$ cat src/rtl/apb_node_timeout.sv
// APB 1-to-NB_MASTER bridge node with range decode, decode-error response,
// per-transfer PREADY timeout with abort, and a saturating error counter.
module apb_node_timeout #(
    parameter int unsigned NB_MASTER      = 10,
    parameter int unsigned APB_ADDR_WIDTH = 32,
    parameter int unsigned APB_DATA_WIDTH = 32,
    parameter int unsigned TIMEOUT_CYCLES = 256,
    parameter int unsigned ERR_CNT_WIDTH  = 8
) (
    input  logic                                clk_i,
    input  logic                                rst_ni,
    input  logic [APB_ADDR_WIDTH-1:0]           paddr_i,
    input  logic [APB_DATA_WIDTH-1:0]           pwdata_i,
    input  logic                                pwrite_i,
    input  logic                                psel_i,
    input  logic                                penable_i,
    output logic [APB_DATA_WIDTH-1:0]           prdata_o,
    output logic                                pready_o,
    output logic                                pslverr_o,
    output logic [APB_ADDR_WIDTH-1:0]           paddr_o,
    output logic [APB_DATA_WIDTH-1:0]           pwdata_o,
    output logic                                pwrite_o,
    output logic                                penable_o,
    output logic [NB_MASTER-1:0]                psel_o,
    input  logic [NB_MASTER*APB_DATA_WIDTH-1:0] prdata_i,
    input  logic [NB_MASTER-1:0]                pready_i,
    input  logic [NB_MASTER-1:0]                pslverr_i,
    input  logic [NB_MASTER*APB_ADDR_WIDTH-1:0] start_addr_i,
    input  logic [NB_MASTER*APB_ADDR_WIDTH-1:0] end_addr_i,
    output logic                                timeout_o,
    output logic                                decerr_o,
    output logic [ERR_CNT_WIDTH-1:0]            err_cnt_o
);

    localparam int unsigned IDX_W = (NB_MASTER > 1) ? $clog2(NB_MASTER) : 1;
    localparam int unsigned TO_W  = (TIMEOUT_CYCLES > 1) ? $clog2(TIMEOUT_CYCLES) : 1;
    localparam logic [TO_W-1:0] TO_LAST = TO_W'((TIMEOUT_CYCLES > 0) ? TIMEOUT_CYCLES - 1 : 0);

    typedef enum logic [2:0] {IDLE, SETUP, ACCESS, DECERR, RESP} state_t;

    state_t              state;
    logic [IDX_W-1:0]    idx_q;
    logic [TO_W-1:0]     tcnt;
    logic                hit;
    logic [IDX_W-1:0]    hit_idx;
    logic [NB_MASTER-1:0] hit_onehot;

    // Lowest matching port wins: later matches are ignored once hit is set.
    always_comb begin
        hit        = 1'b0;
        hit_idx    = '0;
        hit_onehot = '0;
        for (int unsigned i = 0; i < NB_MASTER; i++) begin
            if (!hit &&
                paddr_i >= start_addr_i[i*APB_ADDR_WIDTH +: APB_ADDR_WIDTH] &&
                paddr_i <= end_addr_i[i*APB_ADDR_WIDTH +: APB_ADDR_WIDTH]) begin
                hit           = 1'b1;
                hit_idx       = IDX_W'(i);
                hit_onehot[i] = 1'b1;
            end
        end
    end

    always_ff @(posedge clk_i or negedge rst_ni) begin
        if (!rst_ni) begin
            state     <= IDLE;
            idx_q     <= '0;
            tcnt      <= '0;
            prdata_o  <= '0;
            pready_o  <= 1'b0;
            pslverr_o <= 1'b0;
            paddr_o   <= '0;
            pwdata_o  <= '0;
            pwrite_o  <= 1'b0;
            penable_o <= 1'b0;
            psel_o    <= '0;
            timeout_o <= 1'b0;
            decerr_o  <= 1'b0;
            err_cnt_o <= '0;
        end else begin
            case (state)
                IDLE: begin
                    if (psel_i && !penable_i) begin
                        if (hit) begin
                            paddr_o  <= paddr_i;
                            pwdata_o <= pwdata_i;
                            pwrite_o <= pwrite_i;
                            idx_q    <= hit_idx;
                            psel_o   <= hit_onehot;
                            state    <= SETUP;
                        end else begin
                            decerr_o <= 1'b1;
                            if (err_cnt_o != '1) err_cnt_o <= err_cnt_o + 1'b1;
                            state    <= DECERR;
                        end
                    end
                end
                SETUP: begin
                    penable_o <= 1'b1;
                    tcnt      <= '0;
                    state     <= ACCESS;
                end
                ACCESS: begin
                    if (pready_i[idx_q]) begin
                        prdata_o  <= prdata_i[idx_q*APB_DATA_WIDTH +: APB_DATA_WIDTH];
                        pslverr_o <= pslverr_i[idx_q];
                        pready_o  <= 1'b1;
                        psel_o    <= '0;
                        penable_o <= 1'b0;
                        state     <= RESP;
                    end else if (TIMEOUT_CYCLES != 0 && tcnt == TO_LAST) begin
                        prdata_o  <= '0;
                        pslverr_o <= 1'b1;
                        pready_o  <= 1'b1;
                        psel_o    <= '0;
                        penable_o <= 1'b0;
                        timeout_o <= 1'b1;
                        if (err_cnt_o != '1) err_cnt_o <= err_cnt_o + 1'b1;
                        state     <= RESP;
                    end else if (TIMEOUT_CYCLES != 0) begin
                        tcnt <= tcnt + 1'b1;
                    end
                end
                DECERR: begin
                    decerr_o  <= 1'b0;
                    prdata_o  <= '0;
                    pslverr_o <= 1'b1;
                    pready_o  <= 1'b1;
                    state     <= RESP;
                end
                RESP: begin
                    prdata_o  <= '0;
                    pslverr_o <= 1'b0;
                    pready_o  <= 1'b0;
                    timeout_o <= 1'b0;
                    state     <= IDLE;
                end
                default: state <= IDLE;
            endcase
        end
    end

endmodule

$ cat config.mk
export PLATFORM = sky130hd
export DESIGN_NAME = apb_node_timeout
export DESIGN_NICKNAME = d
export VERILOG_FILES = /design/src/rtl/apb_node_timeout.sv
export SDC_FILE = /design/constraint.sdc
export NUM_CORES = 1
export LEC_CHECK = 0
export CELL_PAD_IN_SITES_DETAIL_PLACEMENT = 0
export CELL_PAD_IN_SITES_GLOBAL_PLACEMENT = 1
export CORE_AREA = 4 4 459 461
export CTS_CLUSTER_SIZE = 14
export DETAILED_ROUTE_END_ITERATION = 8
export DIE_AREA = 0 0 463 465
export PLACE_DENSITY = 0.47
export REMOVE_ABC_BUFFERS = 1
export SLEW_MARGIN = 20
export SYNTH_ARGS = -nofsm -noshare
export SYNTH_HDL_FRONTEND = slang
export SYNTH_SLANG_ARGS = --single-unit
$ cat constraint.sdc
create_clock -name clk_i -period 4.7 [get_ports clk_i]
set_input_delay 0.94 -clock clk_i [delete_from_list [all_inputs] [get_ports clk_i]]
set_output_delay 0.94 -clock clk_i [all_outputs]
set_load 0.01 [all_outputs]
==> impl_metrics.py <==
metrics = {
    "routing": {
        "drt-total-wl_mm": 195,
        "route.detailed.drc": 0,
        "vias": 27657,
        "drt-vias-per-instance": 3.91,
        "firstDrtPassIters": 7,
        "drtAntennaViolNets": 0,
        "routedWlPerCell_um": 27.7,
        "drt_iter0_drc": 1492,
    },
    "setup_path": {
        "crit_chain": "clkdlybuf4s50_1, inv_2, ha_1, nand2b_1, a31oi_1, o21ai_0, a221oi_2, buf_4, a2111oi_0, o22ai_1, buf_4, and2_1, a21oi_4, buf_12, buf_12, mux2_2",
        "crit_slowest_cell": "a2111oi_0",
        "crit_path_start_kind": "input port",
        "worstPathMaxFanout": 18,
        "reg2reg_to": "err_cnt_o[4]",
        "r2r_cells": 11,
        "arrival_ns": 4.94,
        "r2r_setup_slack_ns": 1.20,
        "path_delay_family": "compound AO/OA/AOI/OAI gates",
        "path_buf_inv": 6,
        "rr_startpoint": "idx_q[0]",
        "end_kind": "register",
        "path_class": "in -> reg",
        "cpPeakStageDelay_ns": 0.75,
        "cp_data_required_time_ns": 5.06,
    },
    "logic_synthesis": {
        "synthXorXnorAreaFrac": 0.00324,
        "syn_area_per_cell_um2": 8.37,
        "synth_top_family_by_area": "adder cells",
        "synthFlopType": "dfrtp_1",
        "synth_top_cells_by_count": "inv_1, ha_1, nand2_1",
        "synth-seq-area-share": 0.139,
        "synthSimpleGateAreaFrac": 0.120,
        "synthCells": 2907,
        "muxShareOfSynthArea": 0.113,
        "netlist_area_mm2": 0.0243,
        "ys_seq_elements": 135,
        "async_flop_share": 1.00,
        "synth_area_leaders": "ha_1, dfrtp_1, inv_1",
        "synth_edf_count": 0,
        "synth_cell_type_count": 75,
        "yosys_warnings": 0,
        "synth_area_leader_cell": "ha_1",
        "synth_most_common_cell": "inv_1",
        "synth_compound_area_frac": 0.185,
        "synth_top_area_share": 0.330,
        "synthAdderAreaFrac": 0.330,
    },
    "clock_tree": {
        "cts_buffer_depth": 2,
        "cts_buffers": 17,
        "root_buffer": "clkbuf_16",
        "cts_setup_buffers": 0,
        "cts_hold_buf": 0,
        "tritoncts": "built",
        "clock_latency_ns": 0.49,
        "clk_pin_slew_ns": 0.07,
        "clkSinkCount": 135,
        "h-tree-depth": 4,
    },
    "hold_path": {
        "holdCritStartpoint": "prdata_o[26]",
        "hold_end": "prdata_o[26]",
        "hold_path_class": "reg -> reg",
        "min_path_cells": 2,
    },
    "timing": {
        "max_freq_ghz": 0.219,
        "rsz0062_at_grt": "no",
        "timing.clock.skew_ns": 0.0168,
        "fin_crit_sh": 0.973,
        "hold_violations": 0,
        "layout_setup_ws_ns": 0.126,
        "maxSlewViolCount": 0,
        "min_period_ns": 4.57,
        "worst_pin_slew_ns": 0.973,
        "setup_violations": 0,
        "relSlewSlack": 0.349,
        "whs_ns": 0.478,
        "fin_tns_setup_ns": 0,
    },
    "power_and_ir_drop": {
        "ir_drop_uv": 316,
        "power.density_mw_per_mm2": 262,
        "cellLeakagePower_uw": 0.0199,
    },
    "job": {
        "drv_cap": 0,
    },
    "global_route": {
        "grt_max_degree": 76,
        "grt.overflow.total": 0,
        "grtUsageTotal": 0.174,
        "first_global_vias": 28482,
        "antenna_found_initial": 95,
        "grt_pass1_wl_mm": 256,
    },
    "placed_design": {
        "dpl_worst_slack_ns": -0.670,
        "dpl-instance-area_mm2": 0.0418,
        "dp_cells": 7010,
        "place_hpwl_mm": 175,
        "portBuffers": 1168,
        "finalWeightedCongestion": 0.895,
    },
    "cells_and_area": {
        "drive_above_1_share": 0.128,
        "stdcell_area_mm2": 0.0425,
        "area_delta_synth_final_pct": 74.6,
        "final_cells": 7066,
        "fillers": 22870,
        "nets": 6016,
    },
    "floorplan": {
        "start_util": 0.118,
        "die_y_um": 465,
        "io_pins": 1169,
        "rows": 167,
        "die-area_mm2": 0.215,
        "dieWidth_um": 463,
        "core_area_mm2": 0.206,
    },
    "status": {
        "status": "finished, final reports clean",
    },
}
[tightest hold or removal path, delay by kind of cell, from the launching register on]
family / cells / cell delay, ns
compound gates: 1 / 0.05
flops: 1 / 0.34
simple gates: 1 / 0.05
[sequential cells by signal (all words and copies together) (netlist names)]
register,cells
idx_q,4
tcnt,8
decerr_o,1
err_cnt_o,8
paddr_o,32
pready_o,1
pslverr_o,1
psel_o,10
timeout_o,1
penable_o,1
pwdata_o,32
pwrite_o,1
prdata_o,32
state,3
[stage by stage]
step / util / total power [uW]
2_1_floorplan: - / 5460
3_5_place_dp: 0.202 / 9750
6_report: 0.206 / 11100
3_3_place_gp: 0.202 / 9750
4_1_cts: 0.205 / 11300
5_1_grt: 0.206 / 11900
[power by group]
part / leakage [uW] / internal (uW) / switching, uW
sequential: 0.00169 / 1620 / 385
combinational: 0.0180 / 3810 / 3860
clock: 0.000273 / 761 / 676
total: 0.0199 / 6190 / 4920
[worst max-delay path by stage]
| stage | depth (start not counted) | start | to |
|---|---|---|---|
| after global routing | 17 | start_addr_i[293] | err_cnt_o[4] |
| after CTS | 18 | paddr_i[0] | err_cnt_o[4] |
| after floorplan | 7 | idx_q[0] | prdata_o[0] |
| after detailed placement | 16 | start_addr_i[293] | psel_o[7] |
| after global placement | 15 | start_addr_i[293] | psel_o[1] |
| final | 16 | paddr_i[0] | pwdata_o[10] |
[layer usage]
layer,up-vias,global-route usage,part of all wire
met5,-,0.00505,0.0021
met4,42,0.0361,0.020
met3,155,0.0456,0.068
met2,992,0.278,0.45
met1,13114,0.236,0.46
li1,13354,-,-
[layout make-up]
class                   instances  area, um^2  area share
inverters                     645        2420      0.0570
clock buffers                  19         453      0.0107
flip-flops and latches        135        3390      0.0797
well taps                    2704        3380      0.0797
clock inverters                12         119     0.00280
repair buffers               1453       14200       0.335
multi-input cells            2073       18400       0.434
diodes                         25        62.6     0.00147
[repair_timing]
item                       CTS  global route
setup endpoints to repair   72            43
resized for setup            5             4
hold endpoints to repair     0             0
[cells in the final DEF, fill, tap and decap left out, types with 18 or more instances in the layout]
cell,instances
mux2_2,82
nor3_1,23
ha_1,642
nand4_1,92
nand3_1,68
mux2_4,18
o21a_1,22
nand2b_1,29
inv_1,642
buf_4,241
mux4_2,68
nor2b_1,21
o21ai_0,119
buf_12,43
a211oi_1,45
a21oi_1,176
nand2_1,178
o31ai_1,27
nor2_1,89
o211ai_1,26
a22oi_1,36
clkdlybuf4s50_1,1136
buf_2,31
and4_1,18
diode_2,25
a2bb2oi_1,33
a21o_1,58
dfrtp_1,132
[kinds of logic after synthesis]
family / after synthesis
multiplexers: 171
XOR/XNOR: 9
AO/OA/AOI/OAI: 673
adder cells (fa/ha/maj): 642
flip-flops: 135
buffers and inverters: 699
AND/OR/NAND/NOR: 578
Note: power is estimated with default switching activity, not from simulation.
